[src/rtl/wl_mux_streamer.sv]
// wl_mux_streamer: queues full wordline bitmaps in a small frame FIFO and
// serialises each frame as groups on the external mux interface
// (wl_data / wl_group_sel / wl_latch), then publishes the whole frame on the
// parallel link with a one-cycle valid pulse.
//
// state  | meaning
// -------+------------------------------------------------------------------
// IDLE   | waiting for a queued frame; pops it and latches the frame config
// SEND   | emits one group per cycle (latch visible the following cycle)
// GAP    | programmable idle spacing between successive latches
// DONE   | publishes the frame on wl_bitmap_out and pulses wl_valid_pulse_out
module wl_mux_streamer #(
    parameter int P_NUM_INPUTS = 64,
    parameter int P_GROUP_W    = 8,
    parameter int P_FIFO_DEPTH = 2,
    parameter int P_GAP_W      = 4,
    localparam int G     = (P_GROUP_W > 0) ? (P_NUM_INPUTS / P_GROUP_W) : 1,
    localparam int SEL_W = (G > 1) ? $clog2(G) : 1,
    localparam int LVL_W = (P_FIFO_DEPTH >= 1) ? $clog2(P_FIFO_DEPTH + 1) : 1
) (
    input  logic                    clk,
    input  logic                    rst,
    input  logic [P_NUM_INPUTS-1:0] wl_bitmap_in,
    input  logic                    wl_in_valid,
    output logic                    wl_in_ready,
    input  logic                    cfg_sparse_en,
    input  logic                    cfg_rev_order,
    input  logic [P_GAP_W-1:0]      cfg_gap,
    output logic [P_NUM_INPUTS-1:0] wl_bitmap_out,
    output logic                    wl_valid_pulse_out,
    output logic [P_GROUP_W-1:0]    wl_data,
    output logic [SEL_W-1:0]        wl_group_sel,
    output logic                    wl_latch,
    output logic                    wl_clear,
    output logic                    wl_busy,
    output logic [LVL_W-1:0]        fifo_level
);

    localparam int PTR_W = (P_FIFO_DEPTH > 1) ? $clog2(P_FIFO_DEPTH) : 1;

    // Parameter sanity: the bitmap must split into a whole number of groups.
    generate
        if ((P_GROUP_W <= 0) || (P_NUM_INPUTS <= 0) || ((P_NUM_INPUTS % P_GROUP_W) != 0)) begin : g_bad_group
            $fatal(1, "wl_mux_streamer: P_NUM_INPUTS must be a positive multiple of P_GROUP_W");
        end
        if (P_FIFO_DEPTH < 1) begin : g_bad_depth
            $fatal(1, "wl_mux_streamer: P_FIFO_DEPTH must be at least 1");
        end
    endgenerate

    typedef enum logic [1:0] {
        S_IDLE = 2'd0,
        S_SEND = 2'd1,
        S_GAP  = 2'd2,
        S_DONE = 2'd3
    } state_t;

    // ------------------------------------------------------------------
    // Frame FIFO
    // ------------------------------------------------------------------
    logic [P_NUM_INPUTS-1:0] r_mem [P_FIFO_DEPTH];
    logic [PTR_W-1:0]        r_wr_ptr;
    logic [PTR_W-1:0]        r_rd_ptr;
    logic [LVL_W-1:0]        r_level;

    logic                    w_push;
    logic                    w_pop;
    logic [P_NUM_INPUTS-1:0] w_head;

    state_t                  r_state;

    function automatic logic [PTR_W-1:0] f_ptr_inc(input logic [PTR_W-1:0] ptr);
        if (ptr == PTR_W'(P_FIFO_DEPTH - 1)) begin
            return '0;
        end
        return ptr + PTR_W'(1);
    endfunction

    // Ready is forced low while reset is held so nothing is accepted then.
    assign wl_in_ready = ~rst & (r_level != LVL_W'(P_FIFO_DEPTH));
    assign w_push      = wl_in_valid & wl_in_ready;
    assign w_pop       = (r_state == S_IDLE) && (r_level != '0);
    assign w_head      = r_mem[r_rd_ptr];
    assign fifo_level  = r_level;

    // Payload storage; no reset needed since reads are gated by the level.
    always_ff @(posedge clk) begin
        if (w_push) begin
            r_mem[r_wr_ptr] <= wl_bitmap_in;
        end
    end

    // FIFO pointers and occupancy; push and pop may coincide.
    always_ff @(posedge clk) begin
        if (rst) begin
            r_wr_ptr <= '0;
            r_rd_ptr <= '0;
            r_level  <= '0;
        end else begin
            if (w_push) begin
                r_wr_ptr <= f_ptr_inc(r_wr_ptr);
            end
            if (w_pop) begin
                r_rd_ptr <= f_ptr_inc(r_rd_ptr);
            end
            r_level <= r_level + LVL_W'(w_push) - LVL_W'(w_pop);
        end
    end

    // ------------------------------------------------------------------
    // Group selection helpers
    // ------------------------------------------------------------------
    // Forward order picks the lowest pending group, reverse the highest.
    function automatic logic [SEL_W-1:0] f_pick(input logic [G-1:0] mask, input logic rev);
        logic [SEL_W-1:0] idx;
        idx = '0;
        for (int i = 0; i < G; i++) begin
            if (rev) begin
                if (mask[i]) idx = SEL_W'(i);
            end else begin
                if (mask[G-1-i]) idx = SEL_W'(G - 1 - i);
            end
        end
        return idx;
    endfunction

    logic [P_NUM_INPUTS-1:0] r_buf;
    logic [G-1:0]            r_mask;
    logic [SEL_W-1:0]        r_idx;
    logic                    r_rev;
    logic [P_GAP_W-1:0]      r_gap;
    logic [P_GAP_W-1:0]      r_gap_cnt;

    logic [G-1:0]            w_init_mask;
    logic [G-1:0]            w_onehot;
    logic [G-1:0]            w_mask_next;
    logic [SEL_W-1:0]        w_next_idx;
    logic [P_GROUP_W-1:0]    w_grp_data;

    // Send mask for the frame at the FIFO head: every group when dense,
    // only groups with at least one set bit when sparse.
    always_comb begin
        w_init_mask = '0;
        for (int g = 0; g < G; g++) begin
            w_init_mask[g] = ~cfg_sparse_en | (|w_head[g*P_GROUP_W +: P_GROUP_W]);
        end
    end

    assign w_onehot    = G'(1) << r_idx;
    assign w_mask_next = r_mask & ~w_onehot;
    assign w_next_idx  = f_pick(w_mask_next, r_rev);
    assign w_grp_data  = r_buf[r_idx*P_GROUP_W +: P_GROUP_W];

    // ------------------------------------------------------------------
    // Sequencer with registered outputs
    // ------------------------------------------------------------------
    logic                    r_latch;
    logic                    r_clear;
    logic                    r_pulse;
    logic                    r_busy;
    logic [P_GROUP_W-1:0]    r_data;
    logic [SEL_W-1:0]        r_sel;
    logic [P_NUM_INPUTS-1:0] r_bitmap_out;

    // Frame sequencer: pop, serialise groups with optional gaps, publish.
    always_ff @(posedge clk) begin
        if (rst) begin
            r_state      <= S_IDLE;
            r_buf        <= '0;
            r_mask       <= '0;
            r_idx        <= '0;
            r_rev        <= 1'b0;
            r_gap        <= '0;
            r_gap_cnt    <= '0;
            r_latch      <= 1'b0;
            r_clear      <= 1'b0;
            r_pulse      <= 1'b0;
            r_busy       <= 1'b0;
            r_data       <= '0;
            r_sel        <= '0;
            r_bitmap_out <= '0;
        end else begin
            r_latch <= 1'b0;
            r_clear <= 1'b0;
            r_pulse <= 1'b0;

            case (r_state)
                S_IDLE: begin
                    if (w_pop) begin
                        // Config is frozen here for the whole frame.
                        r_buf   <= w_head;
                        r_rev   <= cfg_rev_order;
                        r_gap   <= cfg_gap;
                        r_mask  <= w_init_mask;
                        r_idx   <= f_pick(w_init_mask, cfg_rev_order);
                        r_busy  <= 1'b1;
                        r_clear <= cfg_sparse_en;
                        r_state <= (w_init_mask == '0) ? S_DONE : S_SEND;
                    end
                end

                S_SEND: begin
                    r_latch <= 1'b1;
                    r_data  <= w_grp_data;
                    r_sel   <= r_idx;
                    r_mask  <= w_mask_next;
                    r_idx   <= w_next_idx;
                    if (w_mask_next == '0) begin
                        r_state <= S_DONE;
                    end else if (r_gap != '0) begin
                        r_gap_cnt <= r_gap;
                        r_state   <= S_GAP;
                    end else begin
                        r_state <= S_SEND;
                    end
                end

                S_GAP: begin
                    // Down-counter: terminal count 1 hands back to SEND.
                    if (r_gap_cnt <= P_GAP_W'(1)) begin
                        r_state <= S_SEND;
                    end else begin
                        r_gap_cnt <= r_gap_cnt - P_GAP_W'(1);
                    end
                end

                S_DONE: begin
                    r_pulse      <= 1'b1;
                    r_bitmap_out <= r_buf;
                    r_busy       <= 1'b0;
                    r_state      <= S_IDLE;
                end

                default: begin
                    r_state <= S_IDLE;
                end
            endcase
        end
    end

    assign wl_latch           = r_latch;
    assign wl_clear           = r_clear;
    assign wl_valid_pulse_out = r_pulse;
    assign wl_busy            = r_busy;
    assign wl_data            = r_data;
    assign wl_group_sel       = r_sel;
    assign wl_bitmap_out      = r_bitmap_out;

endmodule

[config.mk]
export PLATFORM = sky130hd
export DESIGN_NAME = wl_mux_streamer
export DESIGN_NICKNAME = d
export VERILOG_FILES = /design/src/rtl/wl_mux_streamer.sv
export SDC_FILE = /design/constraint.sdc
export NUM_CORES = 1
export LEC_CHECK = 0
export ABC_CLOCK_PERIOD_IN_PS = 5350
export BUFFER_PORTS_ARGS = -buffer_cell sky130_fd_sc_hd__buf_2
export CORE_MARGIN = 3
export CORE_UTILIZATION = 35
export DETAILED_ROUTE_END_ITERATION = 8
export GPL_ROUTABILITY_DRIVEN = 0
export PLACE_DENSITY = 0.61
export SYNTH_ARGS = -nofsm -noshare
export SYNTH_HDL_FRONTEND = slang
export SYNTH_SLANG_ARGS = --single-unit
[constraint.sdc]
create_clock -name clk -period 5.35 [get_ports clk]
set_input_delay 0.2675 -clock clk [delete_from_list [all_inputs] [get_ports clk]]
set_output_delay 0.2675 -clock clk [all_outputs]
set_load 0.01 [all_outputs]
Yosys cells after proc, flatten, opt, wreduce, memory -nomap -nowiden
Memories as Yosys holds them, arrays and structs flattened. A register that Yosys moved wholly into a read port is not among the register bits. Cells that the tools add are included.

Bits in registers: 169. RAM bits: 128. Bits of input ports: 73. Output and inout bits: 82. Word-level logic and storage cells: 158. Memories: 1.

$add $sub $neg: 5. $lt $le $gt $ge: 1. Equal/unequal tests: 9. Shift operators: 2. Multiplexer cells: 84. Bitwise gates (word level): 16. Reduce and logical (&&, ||, !) cells: 23.

Memories: r_mem (words 2, bits a word 64, read ports 1, clocked after memory_dff 1, wr ports 1, RTL line 61) `logic [P_NUM_INPUTS-1:0] r_mem [P_FIFO_DEPTH];`.

Operators with widths (number): $mux W3 (53); $reduce_or A8 Y1 (8); $shiftx A64 B7 Y8 (1); $mux W1 (17); $logic_not A8 Y1 (2); $pmux W8 S2 (1); $mux W4 (3); $ne A2 B2 Y1 const B (6); $mux W2 (5); $and A8 B8 Y8 (1); $mux W8 (1); $not A8 Y8 (1); $or A1 B1 Y1 (8); $pmux W2 S4 (1); $pmux W4 S2 (1); $reduce_and A2 Y1 (4); $reduce_bool A2 Y1 (4); $shl A1 B3 Y8 const A (1); $pmux W3 S2 (1); $eq A2 B2 Y1 const B (2); $le A4 B1 Y1 const B (1); $not A1 Y1 (4); $reduce_and A4 Y1 (1); $reduce_bool A4 Y1 (1); other kinds (10) (12).

Longest topological paths before layout
Word-level depth: 26. Gate-level depth with buffers: 11. Mapped depth without buffers: 9.

Least setup slack after synthesis
No wires, ideal clock.

Path type: register -> register. Start: register r_level[0] (netlist: fifo_level[0]). End: memory r_mem[0][0] (enable). Library setup time: 0.486 ns. Arrival time: 3.612 ns. Data required time: 4.864 ns. Path slack: 1.251 ns. Stages on the path, launching flop included: 5. Path buffers: 0. Period minus slack after synthesis: 4.099 ns. Cell sequence: dfxtp_1 inv_1 a21oi_1 nand2_1 nor2_1.

Word-level cells in the longest chain between the ends: 5.

Ends and longest elaborated chain: from (decl) (RTL line 64) `logic [LVL_W-1:0] r_level;`; from (signal assigned) (RTL line 106) `r_level <= r_level + LVL_W'(w_push) - LVL_W'(w_pop);`; $ne A2 B2 Y1 (RTL line 80) `assign wl_in_ready = ~rst & (r_level != LVL_W'(P_FIFO_DEPTH));`; $and A1 B1 Y1 (RTL line 80); named net wl_in_ready (RTL line 25) `output logic wl_in_ready,`; $and A1 B1 Y1 (RTL line 81) `assign w_push = wl_in_valid & wl_in_ready;`; $mux W1 (RTL line 88) `if (w_push) begin`; $mux W1 (implied by the code) (RTL line 89) `r_mem[r_wr_ptr] <= wl_bitmap_in;`; to (decl) (RTL line 61).

The timed path passes the listed nets, and every way through them passes these cells.

Worst setup path in the final report
Start: register r_state[1]. End: register r_idx[0].

Word-level cells in the longest chain between the ends: 4. Elaborated cells on any way between the ends: 7. Classes of those cells: eq/ne (2); mux (1); reduce/logical (4).

Ends and longest elaborated chain: from (decl) (RTL line 70) `state_t r_state;`; from (signal assigned) (RTL line 198) `r_state <= (w_init_mask == '0) ? S_DONE : S_SEND;`; $logic_not A2 Y1 (RTL line 82, 187); $logic_and A1 B1 Y1 (RTL line 82) `assign w_pop = (r_state == S_IDLE) && (r_level != '0);`; $ne A2 B2 Y1 (no source line); $reduce_and A2 Y1 (no source line); to (signal assigned) (RTL line 195) `r_idx <= f_pick(w_init_mask, cfg_rev_order);`; to (signal assigned) (RTL line 207) `r_idx <= w_next_idx;`; to (decl) (RTL line 129) `logic [SEL_W-1:0] r_idx;`.

Parallel ways exist; a longest one is shown, timed or not. A chain may end at the register's enable or synchronous reset.

==> results.json <==
{
  "clk_path_buf_depth": 3,
  "drv_slew": 0,
  "diodes": 0,
  "relSlewSlack_pct": 29.2,
  "min_period_ns": 2.66,
  "routedWlPerCell_um": 19.0,
  "hp-class": "in -> reg",
  "worst_hold_path.endpoint": "r_rev",
  "cts_buffers": 31,
  "port_buffers": 154,
  "syn_nets": 1170,
  "ff2ff_setup_slack_ns": 2.69,
  "p_leak_nw": 5.32,
  "synth-seq-cells": 298,
  "synth_top_area_share_pct": 31.9,
  "dp_cells": 1627,
  "grt_usage_pct": 17.8,
  "seq_area_um2": 7250,
  "cp_cell_sequence": "nor2_1 > o21ai_1 > inv_4 > buf_4 > o22ai_1 > o311a_1 > a22oi_1 > nand2_1",
  "fin_util_pct": 44.1,
  "hold_depth": 3,
  "crit_required_ns": 5.77,
  "worst_path_largest_cell_delay_ns": 0.70,
  "post_cts.repair.setup_buffers": 0,
  "arrival_ns": 3.08,
  "synthCells": 1093,
  "wirelength_mm": 33.3,
  "n_fill_cell": 3207,
  "reg2reg_from": "r_state[1]",
  "outcome": "finished clean",
  "vias": 9026,
  "finalSetupTns_ns": 0,
  "multi_input_area_um2": 4430,
  "finClkSkew_ns": 0.0149,
  "area_growth_pct": 23.4,
  "die_area_um2": 36700,
  "clock_sinks": 298,
  "core_um2": 33700,
  "antenna_left": 0,
  "cts_max_level": 1,
  "worstSetupPathDepth": 8,
  "final_nets": 1357,
  "synth_edf_count": 128,
  "r2r_end": "r_idx[0]",
  "final_common_cell": "nand2_1",
  "ys_seq_area_share_pct": 60.2,
  "antenna_found_initial": 1,
  "finalSetupViolCount": 0,
  "async_reset_ff_share_pct": 0,
  "layout-drive-gt1-share_pct": 20.1,
  "end_kind": "flip-flop",
  "grt_max_degree": 77,
  "ys.warnings.count": 0,
  "path_max_fanout": 76,
  "root_buffer": "clkbuf_16",
  "crit_family": "buffers and inverters",
  "start_kind": "flip-flop",
  "crit_slowest_cell": "buf_4",
  "cts_tree": "done",
  "stdcell_count": 1753,
  "die_w_um": 191,
  "hold_slack_ns": 0.0681,
  "cts.clk_slew.worst_paths_ns": 0.06,
  "worst_pin_slew_ns": 1.06,
  "max_cap_violations": 0,
  "rsz0062_at_grt": "no",
  "avgSynthCellArea_um2": 11.0,
  "synthDistinctLibCells": 62,
  "ioPinCount": 155,
  "hpwl_mm": 23.9,
  "grt_pass1_wl_mm": 50.8,
  "die_y_um": 191,
  "vdd_drop_max_mv": 0.248,
  "synth_area_um2": 12000,
  "drtPass1Iterations": 5,
  "start_util_pct": 35.7,
  "powerDensity_nw_per_um2": 485,
  "crit_buf_inv": 2,
  "mostFrequentLayoutCells": "nand2_1, dfxtp_1, buf_2, edfxtp_1, nor2_1",
  "worstHoldStart": "cfg_rev_order",
  "grt_pass1_vias": 8745,
  "via_per_inst": 5.15,
  "synth_area_leaders": "edfxtp_1, dfxtp_1, nand2_1, mux2i_1, a211oi_1",
  "clk_latency_ns": 0.56,
  "crit_type": "reg -> reg",
  "reg2reg_depth": 8,
  "grt-ovfl-total": 0,
  "finalHoldViolCount": 0,
  "fmaxAchievable_mhz": 376,
  "period_share_pct": 49.6,
  "rows": 67,
  "drcViolationCount": 0,
  "drtIter0Drc": 688,
  "ys.flop_type": "dfxtp_1",
  "yosysTopAreaCell": "edfxtp_1"
}
## worst register-to-register path, cell delays in order, from the launching register on
cell and delay (ns):
dfxtp_1 0.38, nor2_1 0.21, o21ai_1 0.16, inv_4 0.49, buf_4 0.71, o22ai_1 0.16, o311a_1 0.17, a22oi_1 0.19
nand2_1 0.07
## Yosys cell counts, types with 3 or more instances
master and count:
a311oi_1 8, nor4_2 3, nor2_1 104, buf_2 23
o211ai_1 3, nor3_1 5, o21ai_1 3, dfxtp_1 170
o311ai_0 7, xor2_1 3, o21ai_0 12, inv_1 10
clkbuf_1 54, ha_1 4, nand2b_1 4, a211oi_1 67
edfxtp_1 128, nand2_1 187, nand3_1 11, mux2_2 6
and3_1 6, a21oi_1 86, nor2b_1 7, nor4_1 28
o32ai_2 3, buf_1 4, nand4_1 3, a31oi_1 6
and2_1 3, or3_1 3, mux2i_1 66, nand3b_1 4
mux4_2 16, o21a_1 3, or4_1 3
## cell type report
| class | count | area share, % |
|---|---|---|
| Multi-Input combinational cell | 703 | 29.8 |
| Tap cell | 448 | 3.77 |
| Timing Repair Buffer | 235 | 10.4 |
| Clock inverter | 20 | 1.28 |
| Clock buffer | 38 | 5.60 |
| Sequential cell | 298 | 48.8 |
| Inverter | 11 | 0.295 |
## logic make-up (layout without fill, tap and decap cells)
group           count (synthesis)  count (layout)  synth area share, %
compound gates                229             229                 13.2
xor+xnor                        5               5                0.364
fa+ha+maj                       4               4                0.416
buf+inv                        92             304                 3.11
flops                         298             298                 60.2
mux                            88              88                 9.04
simple gates                  377             377                 13.7
## layer usage
| layer | share of wire, % | up-vias | GRT usage (%) |
|---|---|---|---|
| met2 | 46 | 269 | 28.3 |
| met1 | 46 | 4326 | 25.6 |
| met3 | 5.8 | 40 | 2.59 |
| met5 | 0.039 | - | 0 |
| met4 | 1.9 | 2 | 4.21 |
| li1 | - | 4389 | - |
## worst max path at each step
| stage | to | from | slack, ns |
|---|---|---|---|
| final | r_idx[0] | r_state[1] | 2.69 |
| after global routing | r_idx[0] | r_state[1] | 2.44 |
| after CTS | r_idx[0] | r_state[1] | 2.69 |
| after detailed placement | r_idx[0] | r_state[1] | 2.69 |
| after global placement | r_idx[0] | r_state[0] | 2.74 |
| after floorplan | r_mem[0][0] | fifo_level[0] | 1.25 |
## flip-flops by register name, indices dropped and copies added (netlist names), 2 cells and up, named ones only
signal         flops
r_mem            128
r_buf             64
wl_bitmap_out     64
r_mask             8
wl_data            8
r_gap              4
r_gap_cnt          4
r_idx              3
wl_group_sel       3
fifo_level         2
r_state            2
## through the flow
stage / setup WS, ns / cell area (µm²) / total power [mW]
2_1_floorplan: 1.25 / 12000 / 4.48
3_3_place_gp: 2.74 / 13200 / 5.03
3_5_place_dp: 2.69 / 13200 / 5.07
4_1_cts: 2.69 / 14900 / 7.24
5_1_grt: 2.44 / 14900 / 7.58
6_report: 2.69 / 14900 / 7.21
## report_power, final
group          switching, mW  internal, mW  leakage [nW]
clock network          0.880          1.25         0.510
registers              0.464          2.79          2.56
logic                   1.05         0.769          2.25
## repair_timing
action                    4_1_cts  5_1_grt
hold endpoints to repair      132        0
hold buffers                   68        0
gates resized for setup         0        0
(Power assumes the default switching activity.)
